<file path="src/rtl/mux_tree_pipe_pkg.sv">
// Shared constants and helpers for the pipelined channel selector.
package mux_pkg;

    localparam int unsigned DEFAULT_NUM_CH = 8;
    localparam int unsigned DEFAULT_DATA_W = 8;

    // Select width for a channel count: ceil(log2(n)), never below 1.
    function automatic int unsigned sel_width(input int unsigned n);
        int unsigned w;
        w = 0;
        while ((32'd1 << w) < n) begin
            w = w + 1;
        end
        if (w == 0) begin
            w = 1;
        end
        return w;
    endfunction

endpackage

</file>
<file path="src/rtl/mux_tree_pipe_if.sv">
// Sample bus between the channel sources/control and the single-lane consumer.
interface mux_tree_pipe_if
    import mux_pkg::*;
#(
    parameter int unsigned NUM_CH = DEFAULT_NUM_CH,
    parameter int unsigned DATA_W = DEFAULT_DATA_W
);
    localparam int unsigned SEL_W = sel_width(NUM_CH);

    logic [NUM_CH*DATA_W-1:0] in_data;
    logic                     in_valid;
    logic [SEL_W-1:0]         sel;
    logic                     mode;
    logic                     scan_clr;
    logic [DATA_W-1:0]        out_data;
    logic                     out_valid;
    logic [SEL_W-1:0]         out_ch;

    modport master (
        output in_data, in_valid, sel, mode, scan_clr,
        input  out_data, out_valid, out_ch
    );

    modport slave (
        input  in_data, in_valid, sel, mode, scan_clr,
        output out_data, out_valid, out_ch
    );
endinterface

</file>
<file path="src/rtl/mux_tree_pipe_stage.sv">
// One registered level of the mux tree: halves the word count using one tag bit.
module mux_stage #(
    parameter int unsigned IN_WORDS = 8,
    parameter int unsigned DATA_W   = 8,
    parameter int unsigned SEL_W    = 3,
    parameter int unsigned SEL_BIT  = 0
) (
    input  logic                             clk,
    input  logic                             rst,
    input  logic [IN_WORDS*DATA_W-1:0]       src_words,
    input  logic                             src_valid,
    input  logic [SEL_W-1:0]                 src_tag,
    output logic [(IN_WORDS/2)*DATA_W-1:0]   words,
    output logic                             valid,
    output logic [SEL_W-1:0]                 tag
);
    localparam int unsigned OUT_WORDS = IN_WORDS / 2;

    logic [OUT_WORDS*DATA_W-1:0] mux_words;

    // Pick odd or even member of each adjacent pair according to this level's tag bit.
    always_comb begin
        mux_words = '0;
        for (int unsigned i = 0; i < OUT_WORDS; i++) begin
            mux_words[i*DATA_W +: DATA_W] = src_tag[SEL_BIT]
                ? src_words[(2*i+1)*DATA_W +: DATA_W]
                : src_words[(2*i)*DATA_W +: DATA_W];
        end
    end

    // Valid advances every cycle; data and tag only load behind a valid sample.
    always_ff @(posedge clk) begin
        if (rst) begin
            words <= '0;
            valid <= 1'b0;
            tag   <= '0;
        end else begin
            valid <= src_valid;
            if (src_valid) begin
                words <= mux_words;
                tag   <= src_tag;
            end
        end
    end
endmodule

</file>
<file path="src/rtl/mux_tree_pipe.sv">
// Pipelined N:1 channel selector: log2(N) registered 2:1 levels plus an auto-scan counter.
module mux_tree_pipe
    import mux_pkg::*;
#(
    parameter int unsigned NUM_CH = DEFAULT_NUM_CH,
    parameter int unsigned DATA_W = DEFAULT_DATA_W
) (
    input  logic             clk,
    input  logic             rst,
    mux_tree_pipe_if.slave   bus
);
    localparam int unsigned SEL_W = sel_width(NUM_CH);

    logic [SEL_W-1:0] scan_cnt;
    logic [SEL_W-1:0] eff_sel;

    // Select travels with the sample, so in-flight samples ignore later mode/sel changes.
    always_comb begin
        eff_sel = bus.mode ? scan_cnt : bus.sel;
    end

    // Scan counter: clear beats increment; wraps naturally since NUM_CH is a power of 2.
    always_ff @(posedge clk) begin
        if (rst) begin
            scan_cnt <= '0;
        end else if (bus.scan_clr) begin
            scan_cnt <= '0;
        end else if (bus.mode && bus.in_valid) begin
            scan_cnt <= scan_cnt + 1'b1;
        end
    end

    for (genvar k = 0; k < SEL_W; k++) begin : g_lvl
        localparam int unsigned IN_WORDS = NUM_CH >> k;

        logic [IN_WORDS*DATA_W-1:0]     src_words;
        logic                           src_valid;
        logic [SEL_W-1:0]               src_tag;
        logic [(IN_WORDS/2)*DATA_W-1:0] words;
        logic                           valid;
        logic [SEL_W-1:0]               tag;

        if (k == 0) begin : g_first
            assign src_words = bus.in_data;
            assign src_valid = bus.in_valid;
            assign src_tag   = eff_sel;
        end else begin : g_next
            assign src_words = g_lvl[k-1].words;
            assign src_valid = g_lvl[k-1].valid;
            assign src_tag   = g_lvl[k-1].tag;
        end

        mux_stage #(
            .IN_WORDS (IN_WORDS),
            .DATA_W   (DATA_W),
            .SEL_W    (SEL_W),
            .SEL_BIT  (k)
        ) u_stage (
            .clk       (clk),
            .rst       (rst),
            .src_words (src_words),
            .src_valid (src_valid),
            .src_tag   (src_tag),
            .words     (words),
            .valid     (valid),
            .tag       (tag)
        );
    end

    assign bus.out_data  = g_lvl[SEL_W-1].words;
    assign bus.out_valid = g_lvl[SEL_W-1].valid;
    assign bus.out_ch    = g_lvl[SEL_W-1].tag;
endmodule
</file>
<file path="src/flat_wrapper.sv">
// flat-port wrapper written by rule: the top's interface ports become plain ports
module mux_tree_pipe_flat import mux_pkg::*;
#(
    parameter int unsigned NUM_CH = DEFAULT_NUM_CH,
    parameter int unsigned DATA_W = DEFAULT_DATA_W
)
  (clk, rst, bus_in_data, bus_in_valid, bus_sel, bus_mode, bus_scan_clr, bus_out_data, bus_out_valid, bus_out_ch);
  mux_tree_pipe_if #(.NUM_CH(NUM_CH), .DATA_W(DATA_W)) bus_i ();
  input  logic clk;
  input  logic rst;
  input wire logic [$bits(bus_i.in_data)-1:0] bus_in_data;
  input wire logic [$bits(bus_i.in_valid)-1:0] bus_in_valid;
  input wire logic [$bits(bus_i.sel)-1:0] bus_sel;
  input wire logic [$bits(bus_i.mode)-1:0] bus_mode;
  input wire logic [$bits(bus_i.scan_clr)-1:0] bus_scan_clr;
  output wire logic [$bits(bus_i.out_data)-1:0] bus_out_data;
  output wire logic [$bits(bus_i.out_valid)-1:0] bus_out_valid;
  output wire logic [$bits(bus_i.out_ch)-1:0] bus_out_ch;
  assign bus_i.in_data = bus_in_data;
  assign bus_i.in_valid = bus_in_valid;
  assign bus_i.sel = bus_sel;
  assign bus_i.mode = bus_mode;
  assign bus_i.scan_clr = bus_scan_clr;
  assign bus_out_data = bus_i.out_data;
  assign bus_out_valid = bus_i.out_valid;
  assign bus_out_ch = bus_i.out_ch;
  mux_tree_pipe #(.NUM_CH(NUM_CH), .DATA_W(DATA_W)) u_core (.clk(clk), .rst(rst), .bus(bus_i));
endmodule
</file>
<file path="config.mk">
export PLATFORM = sky130hd
export DESIGN_NAME = mux_tree_pipe_flat
export DESIGN_NICKNAME = d
export VERILOG_FILES = /design/src/rtl/mux_tree_pipe_pkg.sv /design/src/rtl/mux_tree_pipe_if.sv /design/src/rtl/mux_tree_pipe_stage.sv /design/src/rtl/mux_tree_pipe.sv /design/src/flat_wrapper.sv
export SDC_FILE = /design/constraint.sdc
export NUM_CORES = 1
export LEC_CHECK = 0
export BUFFER_PORTS_ARGS = -buffer_cell sky130_fd_sc_hd__buf_4
export CAP_MARGIN = 20
export CELL_PAD_IN_SITES_DETAIL_PLACEMENT = 1
export CELL_PAD_IN_SITES_GLOBAL_PLACEMENT = 1
export CORE_MARGIN = 4
export CORE_UTILIZATION = 43
export DETAILED_ROUTE_END_ITERATION = 12
export PLACE_DENSITY_LB_ADDON = 0.1
export RECOVER_POWER = 50
export SYNTH_ARGS = -nofsm -noshare
export SYNTH_HDL_FRONTEND = slang
export SYNTH_HIERARCHICAL = 1
export SYNTH_SLANG_ARGS = --single-unit
export TNS_END_PERCENT = 1
</file>
<file path="constraint.sdc">
create_clock -name clk -period 2.6 [get_ports clk]
set_input_delay 0.26 -clock clk [delete_from_list [all_inputs] [get_ports clk]]
set_output_delay 0.26 -clock clk [all_outputs]
set_load 0.01 [all_outputs]
</file>
==> results of run 1 <==
power groups by stage:
stage / sequential, uW / clock [uW] / combinational, uW
floorplan: 1210 / 0 / 211
global placement: 1220 / 0 / 312
detailed placement: 1220 / 0 / 320
CTS: 1190 / 996 / 321
global route: 1200 / 1050 / 346
finish: 1190 / 974 / 311
per-stage QoR:
stage	cell area [um^2]	hold WS [ps]
final	3830	205
after global routing	3830	200
after CTS	3890	195
after detailed placement	3670	480
after global placement	3670	474
after floorplan	3110	332
kinds of logic after synthesis:
kind of cell,synth area share
muxes,0.225
buffers and inverters,0.0716
DFF,0.457
AOI/OAI and AO/OA,0.145
adders and majority gates,0.00402
and+or+nand+nor,0.0977
path summary, 6_finish.rpt:
check,startpoint,to,cells past startpoint
worst min-delay path,bus_scan_clr,u_core/scan_cnt[1],3
worst max-delay path,u_core/g_lvl[0].u_stage/tag[1],u_core/g_lvl[1].u_stage/words[8],3
worst min register to register,u_core/g_lvl[2].u_stage/words[7],u_core/g_lvl[2].u_stage/words[7],2
worst max register to register,u_core/g_lvl[0].u_stage/tag[1],u_core/g_lvl[1].u_stage/words[8],3
area by class of cell:
type	count	area (um^2)	area share
Sequential cell	71	1420	0.371
Multi-Input combinational cell	204	1460	0.382
Tap cell	96	120	0.0314
Clock buffer	10	138	0.0359
Timing Repair Buffer	88	606	0.158
Clock inverter	6	83.8	0.0219
synthesized netlist by cell type, drive strengths merged:
library cell  count
a211oi           56
a21bo             2
a21oi             2
buf              22
clkbuf            7
dfxtp            71
ha                1
mux2              4
mux2i            65
nand3             2
nand3b            1
nor2             65
nor2b             3
nor3              1
nor3b             1
or2               1
worst register-to-register path, cell delays in order, from the launching register on:
cell and delay, ps:
dfxtp_1 330, clkbuf_1 870, mux2i_1 390, a211oi_1 120
layout by cell type, fill, tap and decap left out:
| cell type | instances |
|---|---|
| buf_4 | 73 |
| dfxtp_1 | 71 |
| mux2i_1 | 65 |
| nor2_1 | 65 |
| a211oi_1 | 56 |
| clkbuf_1 | 14 |
| clkbuf_8 | 10 |
| clkinv_2 | 3 |
| mux2_2 | 3 |
| nor2b_1 | 3 |
| bufinv_16 | 2 |
| a21bo_2 | 2 |
| a21oi_1 | 2 |
| nand3_1 | 2 |
| clkinv_4 | 1 |
| clkbuf_2 | 1 |
| nand3b_1 | 1 |
| or2_2 | 1 |
| nor3_1 | 1 |
| nor3b_1 | 1 |
| mux2_4 | 1 |
| ha_1 | 1 |
state kept, by name, summed over array words and instances, names as in the netlist:
| name | cells |
|---|---|
| u_core/scan_cnt | 3 |
| u_core/g_lvl.u_stage/valid | 3 |
| u_core/g_lvl.u_stage/tag | 9 |
| u_core/g_lvl.u_stage/words | 56 |
routing by layer:
metal | wire [um] | up-vias
met2 | 3180 | 59
met3 | 354 | 10
met4 | 101 | 0
li1 | - | 1231
met1 | 3340 | 1116
met5 | 0 | -
==> impl_metrics.json, run 1 <==
{
  "status": "finished clean",
  "use_met2": 0.272,
  "cpLargestDelayFamily": "buffers and inverters",
  "max_slew_margin": 0.0728,
  "cts.sinks": 71,
  "rrSetupSlack_ps": 710,
  "ys_types": 23,
  "p_leak_uw": 0.00149,
  "clock.fmax_mhz": 530,
  "post-place-ws_ps": 974,
  "fin_setup_tns_ps": 0,
  "critical_path_required_ps": 2760,
  "layout_worst_path_cycle_share": 0.725,
  "grt_max_degree": 62,
  "worst_slew_pin_slew_ps": 1390,
  "hpwl_mm": 4.96,
  "die_area_um2": 8660,
  "io_buffer_count": 83,
  "first_iter_violations": 105,
  "yosys_warnings": 6,
  "synth.largest_area_cell": "dfxtp_1",
  "synthCells": 304,
  "cts-htree-levels": 3,
  "synth_nets": 377,
  "grt_setup_unrepaired": "no",
  "met1_usage": 0.216,
  "drive_gt1_frac": 0.256,
  "top_usage_layer": "met2",
  "vias": 2416,
  "insertedDiodeCount": 0,
  "yosysTopAreaCellShare": 0.457,
  "switching_power_uw": 598,
  "crit_buf_inv": 1,
  "coreArea_um2": 6910,
  "min_path_type": "in2reg",
  "seqPwrFrac": 0.482,
  "grt_pass1_wl_mm": 11.5,
  "io_pins": 84,
  "fillers": 820,
  "maxCapViolCount": 0,
  "viasPerCell": 5.09,
  "fin_nets": 447,
  "seq_area_frac_synth": 0.457,
  "drv_slew": 0,
  "p_sw_frac": 0.241,
  "finalHoldViolations": 0,
  "fin_total_pwr_uw": 2480,
  "p_per_area_nw_per_um2": 647,
  "hold_buffers": 0,
  "synth_area_um2": 3110,
  "grt_pass1_vias": 2428,
  "clockPowerShare": 0.393,
  "grt_overflow": 0,
  "syn_to_final_growth_pct": 23.1,
  "ys_ff_latch": 71,
  "post_cts_resized": 0,
  "clock-root-buffer": "clkbuf_8",
  "p_int_uw": 1880,
  "clkSlewWorstSetupHoldPaths_ps": 70,
  "ys_top_cells_by_area": "dfxtp_1 (46%), mux2i_1 (21%), a211oi_1 (14%)",
  "cts_tree": "built",
  "cpPeakStageDelay_ps": 870,
  "crit_path_cell_trace": "clkbuf_1 -> mux2i_1 -> a211oi_1",
  "wl_per_cell_um": 14.7,
  "rows": 30,
  "final_cells": 475,
  "grt.total_usage": 0.166,
  "numCtsBuffers": 9,
  "placed_cells": 459,
  "path_max_fanout": 17,
  "syn_avg_cell_area_um2": 10.2,
  "final_core_util": 0.555,
  "start_util": 0.450,
  "worst_slack_ps": 714,
  "drc": 0,
  "cts_buffer_depth": 2,
  "first_pass_iters": 4,
  "end_kind": "flop",
  "antenna_found_initial": 0,
  "setup_viol": 0,
  "skew_ps": 9.91,
  "die_y_um": 93.1,
  "post_cts_buffers": 0,
  "grt_use_met3": 0.0330,
  "slowest_stage": "clkbuf_1",
  "worst_ep_arrival_time_ps": 2040,
  "path_class": "reg2reg",
  "die-width_um": 93.1,
  "period_minus_slack_ps": 1890,
  "postRouteAntennaNets": 0,
  "combPwrFrac": 0.125,
  "peakVddDrop_v": 0.000274,
  "worstSkewPairLatency_ps": 340,
  "critPathLaunchType": "flop",
  "routed_wirelength_mm": 6.98,
  "gp_congestion": 0.763
}
No activity file was read; power rests on OpenSTA's default activity.
==> inputs of run 2 (changes only) <==
--- a/config.mk
+++ b/config.mk
@@ -10,7 +10,7 @@
 export CELL_PAD_IN_SITES_DETAIL_PLACEMENT = 1
 export CELL_PAD_IN_SITES_GLOBAL_PLACEMENT = 1
 export CORE_MARGIN = 4
-export CORE_UTILIZATION = 43
+export CORE_UTILIZATION = 40
 export DETAILED_ROUTE_END_ITERATION = 12
 export PLACE_DENSITY_LB_ADDON = 0.1
 export RECOVER_POWER = 50
==> constraint.sdc (replaced) <==
create_clock -name clk -period 1.8 [get_ports clk]
set_input_delay 0.18 -clock clk [delete_from_list [all_inputs] [get_ports clk]]
set_output_delay 0.18 -clock clk [all_outputs]
set_load 0.01 [all_outputs]
==> run 2 against run 1 <==
Combinational power increased by 46%. Largest cell class unchanged. Count of clock-buffer cells in the layout increased by 2. Clock skew decreased by 2.6 ps.
==> impl_metrics.json, run 2 (synthesized netlist as in run 1, its figures left out) <==
{
  "io_buffer_count": 83,
  "postRouteAntennaNets": 0,
  "cpLargestDelayFamily": "multiplexers",
  "drv_slew": 0,
  "clock.fmax_mhz": 640,
  "grt_overflow": 0,
  "antenna_found_initial": 0,
  "start_util": 0.420,
  "drive_gt1_frac": 0.257,
  "grt_pass1_vias": 2396,
  "top_regs": "u_core/g_lvl.u_stage/words x56, u_core/g_lvl.u_stage/tag x9",
  "grt.total_usage": 0.159,
  "io_pins": 84,
  "grt_pass1_wl_mm": 11.4,
  "grt_max_degree": 70,
  "skew_ps": 7.35,
  "worst_slew_pin_slew_ps": 1270,
  "post_cts_buffers": 0,
  "first_pass_iters": 4,
  "peakVddDrop_v": 0.000429,
  "insertedDiodeCount": 0,
  "first_iter_violations": 64,
  "drc": 0,
  "post-place-ws_ps": 256,
  "crit_buf_inv": 1,
  "slowest_stage": "buf_4",
  "coreArea_um2": 7410,
  "fillers": 873,
  "end_kind": "flop",
  "status": "finished clean",
  "cts-htree-levels": 3,
  "worst_slack_ps": 237,
  "max_slew_margin": 0.152,
  "register_area_um2": 1420,
  "wl_per_cell_um": 14.6,
  "hold_buffers": 0,
  "post_cts_resized": 0,
  "critical_path_required_ps": 1960,
  "cts_tree": "built",
  "final_cells": 481,
  "path_max_fanout": 33,
  "p_leak_uw": 0.00149,
  "layout_worst_path_cycle_share": 0.868,
  "fin_nets": 450,
  "clock-root-buffer": "clkbuf_8",
  "viasPerCell": 5.01,
  "largest_register_ffs": 56,
  "die_y_um": 96.2,
  "maxCapViolCount": 0,
  "syn_to_final_growth_pct": 22.9,
  "cpPeakStageDelay_ps": 440,
  "multi_input_area_um2": 1460,
  "setup_viol": 0,
  "rows": 31,
  "critPathLaunchType": "flop",
  "vias": 2411,
  "min_path_type": "in2reg",
  "period_minus_slack_ps": 1560,
  "fin_total_pwr_uw": 3410,
  "numCtsBuffers": 9,
  "layout_common_cells": "buf_4 (75), dfxtp_1 (71), mux2i_1 (65), nor2_1 (65), a211oi_1 (56)",
  "grt_setup_unrepaired": "no",
  "p_per_area_nw_per_um2": 891,
  "die_area_um2": 9250,
  "worstSkewPairLatency_ps": 340,
  "finalHoldViolations": 0,
  "gp_congestion": 0.710,
  "top_register": "u_core/g_lvl.u_stage/words",
  "path_class": "reg2reg",
  "cts_buffer_depth": 2,
  "placed_cells": 465,
  "routed_wirelength_mm": 7.02,
  "clkSlewWorstSetupHoldPaths_ps": 70,
  "worst_ep_arrival_time_ps": 1720,
  "fin_setup_tns_ps": 0,
  "die-width_um": 96.2,
  "crit_path_cell_trace": "mux2_2 -> buf_4 -> mux2i_1 -> a211oi_1",
  "cts.sinks": 71,
  "final_common_cell": "buf_4",
  "hpwl_mm": 5.09
}
run 2: layout make-up:
| class | count | share of cell area |
|---|---|---|
| Clock buffer | 12 | 0.0380 |
| Clock inverter | 4 | 0.0118 |
| Multi-Input combinational cell | 204 | 0.382 |
| Sequential cell | 71 | 0.372 |
| Tap cell | 99 | 0.0324 |
| Timing Repair Buffer | 91 | 0.164 |
run 2: worst register-to-register path, cell delays in order, from the launching register on:
cell and delay (ps):
dfxtp_1 360, mux2_2 160, buf_4 440, mux2i_1 330
a211oi_1 100
run 2: through the flow:
stage               instance area [um^2]  hold WS [ps]   util
global route                        3820           119  0.516
global placement                    3710           475  0.500
floorplan                           3110           252      -
detailed placement                  3710           474  0.500
CTS                                 3900           103  0.526
finish                              3820           122  0.516
run 2: path summary, 6_finish.rpt:
path,slack (ps),cells past startpoint,from,to
setup / recovery,240,4,u_core/scan_cnt[0],u_core/g_lvl[0].u_stage/words[29]
hold / removal,120,3,bus_scan_clr,u_core/scan_cnt[1]
setup reg to reg,240,4,u_core/scan_cnt[0],u_core/g_lvl[0].u_stage/words[29]
hold reg to reg,490,2,u_core/g_lvl[1].u_stage/words[3],u_core/g_lvl[1].u_stage/words[3]
run 2: metal layers:
metal / track usage / routed length, um / vias to the layer above
met5: 0 / 0 / -
met4: 0.0640 / 121 / 0
met3: 0.0352 / 419 / 10
met2: 0.248 / 3180 / 62
met1: 0.213 / 3300 / 1095
li1: - / - / 1244
run 2: report_power, final:
group	leakage [uW]	internal, uW	total [uW]	switching (uW)
Combinational	0.000804	240	454	214
Sequential	0.000585	1670	1720	53.7
Clock	0.000100	672	1230	559
Total	0.00149	2580	3410	827
==> inputs of run 3 (changes only) <==
--- a/config.mk
+++ b/config.mk
@@ -10,12 +10,11 @@
 export CELL_PAD_IN_SITES_DETAIL_PLACEMENT = 1
 export CELL_PAD_IN_SITES_GLOBAL_PLACEMENT = 1
 export CORE_MARGIN = 4
-export CORE_UTILIZATION = 40
+export CORE_UTILIZATION = 39
 export DETAILED_ROUTE_END_ITERATION = 12
 export PLACE_DENSITY_LB_ADDON = 0.1
 export RECOVER_POWER = 50
 export SYNTH_ARGS = -nofsm -noshare
 export SYNTH_HDL_FRONTEND = slang
-export SYNTH_HIERARCHICAL = 1
 export SYNTH_SLANG_ARGS = --single-unit
 export TNS_END_PERCENT = 1
==> run 3 against run 2 <==
Total power up 3.2%. Sequential cell count unchanged. Synthesized cell count up 11%. Sequential power about the same. Non-clock buffer count up 3. Cell area up 4.5%. Largest cell class unchanged. Clock skew up 2.5 ps.
==> impl_metrics.json, run 3 <==
{
  "top_register": "u_core.g_lvl.u_stage.words",
  "synthCells": 337,
  "peakVddDrop_v": 0.000319,
  "yosysTopAreaCellShare": 0.445,
  "yosys_warnings": 0,
  "layout_common_cells": "buf_4 (77), dfxtp_1 (71), nor2_1 (65), nand2_1 (65), mux2i_1 (33)",
  "hold_path_depth": 2,
  "min_path_type": "in2reg",
  "path_class": "reg2reg",
  "synthArstFlopShare": 0,
  "p_leak_uw": 0.00155,
  "place_area_um2": 3870,
  "die-width_um": 98.5,
  "setup_viol": 0,
  "post-place-ws_ps": 386,
  "min_from": "bus_scan_clr",
  "seq_area_frac_synth": 0.445,
  "max_slew_margin": 0.527,
  "reg2reg_to": "u_core.g_lvl[1].u_stage.words[9]",
  "top_regs": "u_core.g_lvl.u_stage.words x56, u_core.g_lvl.u_stage.tag x9",
  "coreArea_um2": 7850,
  "postRouteAntennaNets": 0,
  "grt.total_usage": 0.161,
  "multi_input_area_um2": 1590,
  "die_y_um": 98.5,
  "post_cts_resized": 0,
  "routed_wirelength_mm": 7.95,
  "crit_path_cell_trace": "clkbuf_1 -> mux2i_1 -> a211oi_1",
  "path_max_fanout": 8,
  "antenna_found_initial": 0,
  "hold_buffers": 0,
  "worst_slew_pin_slew_ps": 710,
  "synth_ff_type": "dfxtp_1",
  "p_sw_frac": 0.261,
  "vias": 2635,
  "wl_per_cell_um": 15.4,
  "syn_avg_cell_area_um2": 9.47,
  "critPathLaunchType": "flop",
  "final_common_cell": "buf_4",
  "cts_buffer_depth": 2,
  "ys_types": 19,
  "worstSkewPairLatency_ps": 330,
  "cpPeakStageDelay_ps": 490,
  "status": "finished clean",
  "start_util": 0.407,
  "seqPwrFrac": 0.493,
  "fin_nets": 483,
  "switching_power_uw": 918,
  "die_area_um2": 9700,
  "drv_slew": 0,
  "cts-htree-levels": 3,
  "combPwrFrac": 0.151,
  "slowest_stage": "clkbuf_1",
  "whs_ps": 28.5,
  "fillers": 941,
  "final_core_util": 0.509,
  "first_pass_iters": 4,
  "finalHoldViolations": 0,
  "first_iter_violations": 57,
  "viasPerCell": 5.10,
  "rrSetupSlack_ps": 300,
  "clock-root-buffer": "clkbuf_8",
  "largest_register_ffs": 56,
  "grt_setup_unrepaired": "no",
  "worst_slack_ps": 303,
  "drive_gt1_frac": 0.306,
  "synth_edf_count": 0,
  "clockPowerShare": 0.357,
  "clkSlewWorstSetupHoldPaths_ps": 70,
  "grt_pass1_vias": 2621,
  "io_buffer_count": 83,
  "clock.fmax_mhz": 668,
  "ys_ff_latch": 71,
  "grt_max_degree": 34,
  "maxCapViolCount": 0,
  "skew_ps": 9.87,
  "fin_setup_tns_ps": 0,
  "syn_to_final_growth_pct": 25.2,
  "io_pins": 84,
  "cts_tree": "built",
  "numCtsBuffers": 9,
  "ys_top_cells_by_area": "dfxtp_1 (45%), a311oi_2 (14%), mux2i_1 (10%)",
  "insertedDiodeCount": 0,
  "post_cts_buffers": 0,
  "gp_congestion": 0.756,
  "hpwl_mm": 5.89,
  "grt_pass1_wl_mm": 12.7,
  "layout_worst_path_cycle_share": 0.832,
  "p_int_uw": 2600,
  "cts.sinks": 71,
  "grt_overflow": 0,
  "synth.largest_area_cell": "dfxtp_1",
  "synthTopCellsByCount": "dfxtp_1 (71), nand2_1 (65), nor2_1 (65), mux2i_1 (33), a311oi_2 (29)",
  "register_area_um2": 1420,
  "rows": 32,
  "synth_area_um2": 3190,
  "whs_endpoint": "u_core.scan_cnt[0]",
  "drc": 0,
  "synth_nets": 410,
  "period_minus_slack_ps": 1500,
  "rr_startpoint": "u_core.g_lvl[0].u_stage.tag[1]",
  "p_per_area_nw_per_um2": 880,
  "yosysMostFrequentCell": "dfxtp_1",
  "rr_worst_depth": 3,
  "worst_ep_arrival_time_ps": 1680,
  "design_area_um2": 4000,
  "end_kind": "flop",
  "critical_path_required_ps": 1980
}
-- run 3: cell count changes in the layout (fill, tap and decap cells not counted), moves of 3 or more --
cell      change
mux2i_1      -32
a311oi_1      +3
mux2_2        -3
a311oi_2     +29
a211oi_1     -29
nand2_1      +65
-- run 3: cell type report --
cell class                      count  share of cell area
Multi-Input combinational cell    234               0.398
Sequential cell                    71               0.356
Timing Repair Buffer               94               0.165
Clock inverter                      6              0.0150
Clock buffer                       10              0.0344
Tap cell                          102              0.0319
-- run 3: per-stage QoR --
step	instances	total power [uW]
floorplan	337	2100
global placement	501	2300
detailed placement	501	2320
CTS	517	3570
global route	517	3700
finish	517	3520
-- run 3: critical path: cells and delay by family (launching register included) --
kind	cells	cell delay (ps)
buffers and inverters	1	490
DFF	1	410
AOI/OAI and AO/OA	1	110
muxes	1	350
-- run 3: worst max-delay path by stage --
stage                                         from                                 to  slack [ps]
finish              u_core.g_lvl[0].u_stage.tag[1]   u_core.g_lvl[1].u_stage.words[9]         300
global route        u_core.g_lvl[0].u_stage.tag[1]   u_core.g_lvl[1].u_stage.words[8]         220
CTS                             u_core.scan_cnt[0]  u_core.g_lvl[0].u_stage.words[23]         340
detailed placement              u_core.scan_cnt[0]  u_core.g_lvl[0].u_stage.words[23]         390
global placement                u_core.scan_cnt[0]  u_core.g_lvl[0].u_stage.words[23]         440
floorplan                       u_core.scan_cnt[0]  u_core.g_lvl[0].u_stage.words[11]         670
-- run 3: layer usage --
| metal | vias to the layer above | wire [um] | global-route usage | part of all wire |
|---|---|---|---|---|
| met1 | 1241 | 3840 | 0.224 | 0.48 |
| met2 | 55 | 3640 | 0.250 | 0.46 |
| met4 | 0 | 82 | 0.0536 | 0.010 |
| met5 | - | 0 | 0 | 0 |
| met3 | 9 | 378 | 0.0311 | 0.048 |
| li1 | 1330 | - | - | - |
-- run 3: power groups by stage --
| stage | Clock [uW] | Combinational (uW) | Sequential, uW |
|---|---|---|---|
| 5_1_grt | 1360 | 588 | 1740 |
| 6_report | 1250 | 531 | 1730 |
| 4_1_cts | 1290 | 554 | 1730 |
| 2_1_floorplan | 0 | 353 | 1750 |
| 3_5_place_dp | 0 | 552 | 1770 |
| 3_3_place_gp | 0 | 539 | 1770 |
-- run 3: kinds of logic (layout without fill, tap and decap cells) --
logic type	after synthesis	count (layout)	synth area share
buf+inv	32	110	0.0568
xor+xnor	2	2	0.00549
flops	71	71	0.445
compound gates	59	59	0.208
fa+ha+maj	1	1	0.00392
simple gates	137	137	0.165
mux	35	35	0.115
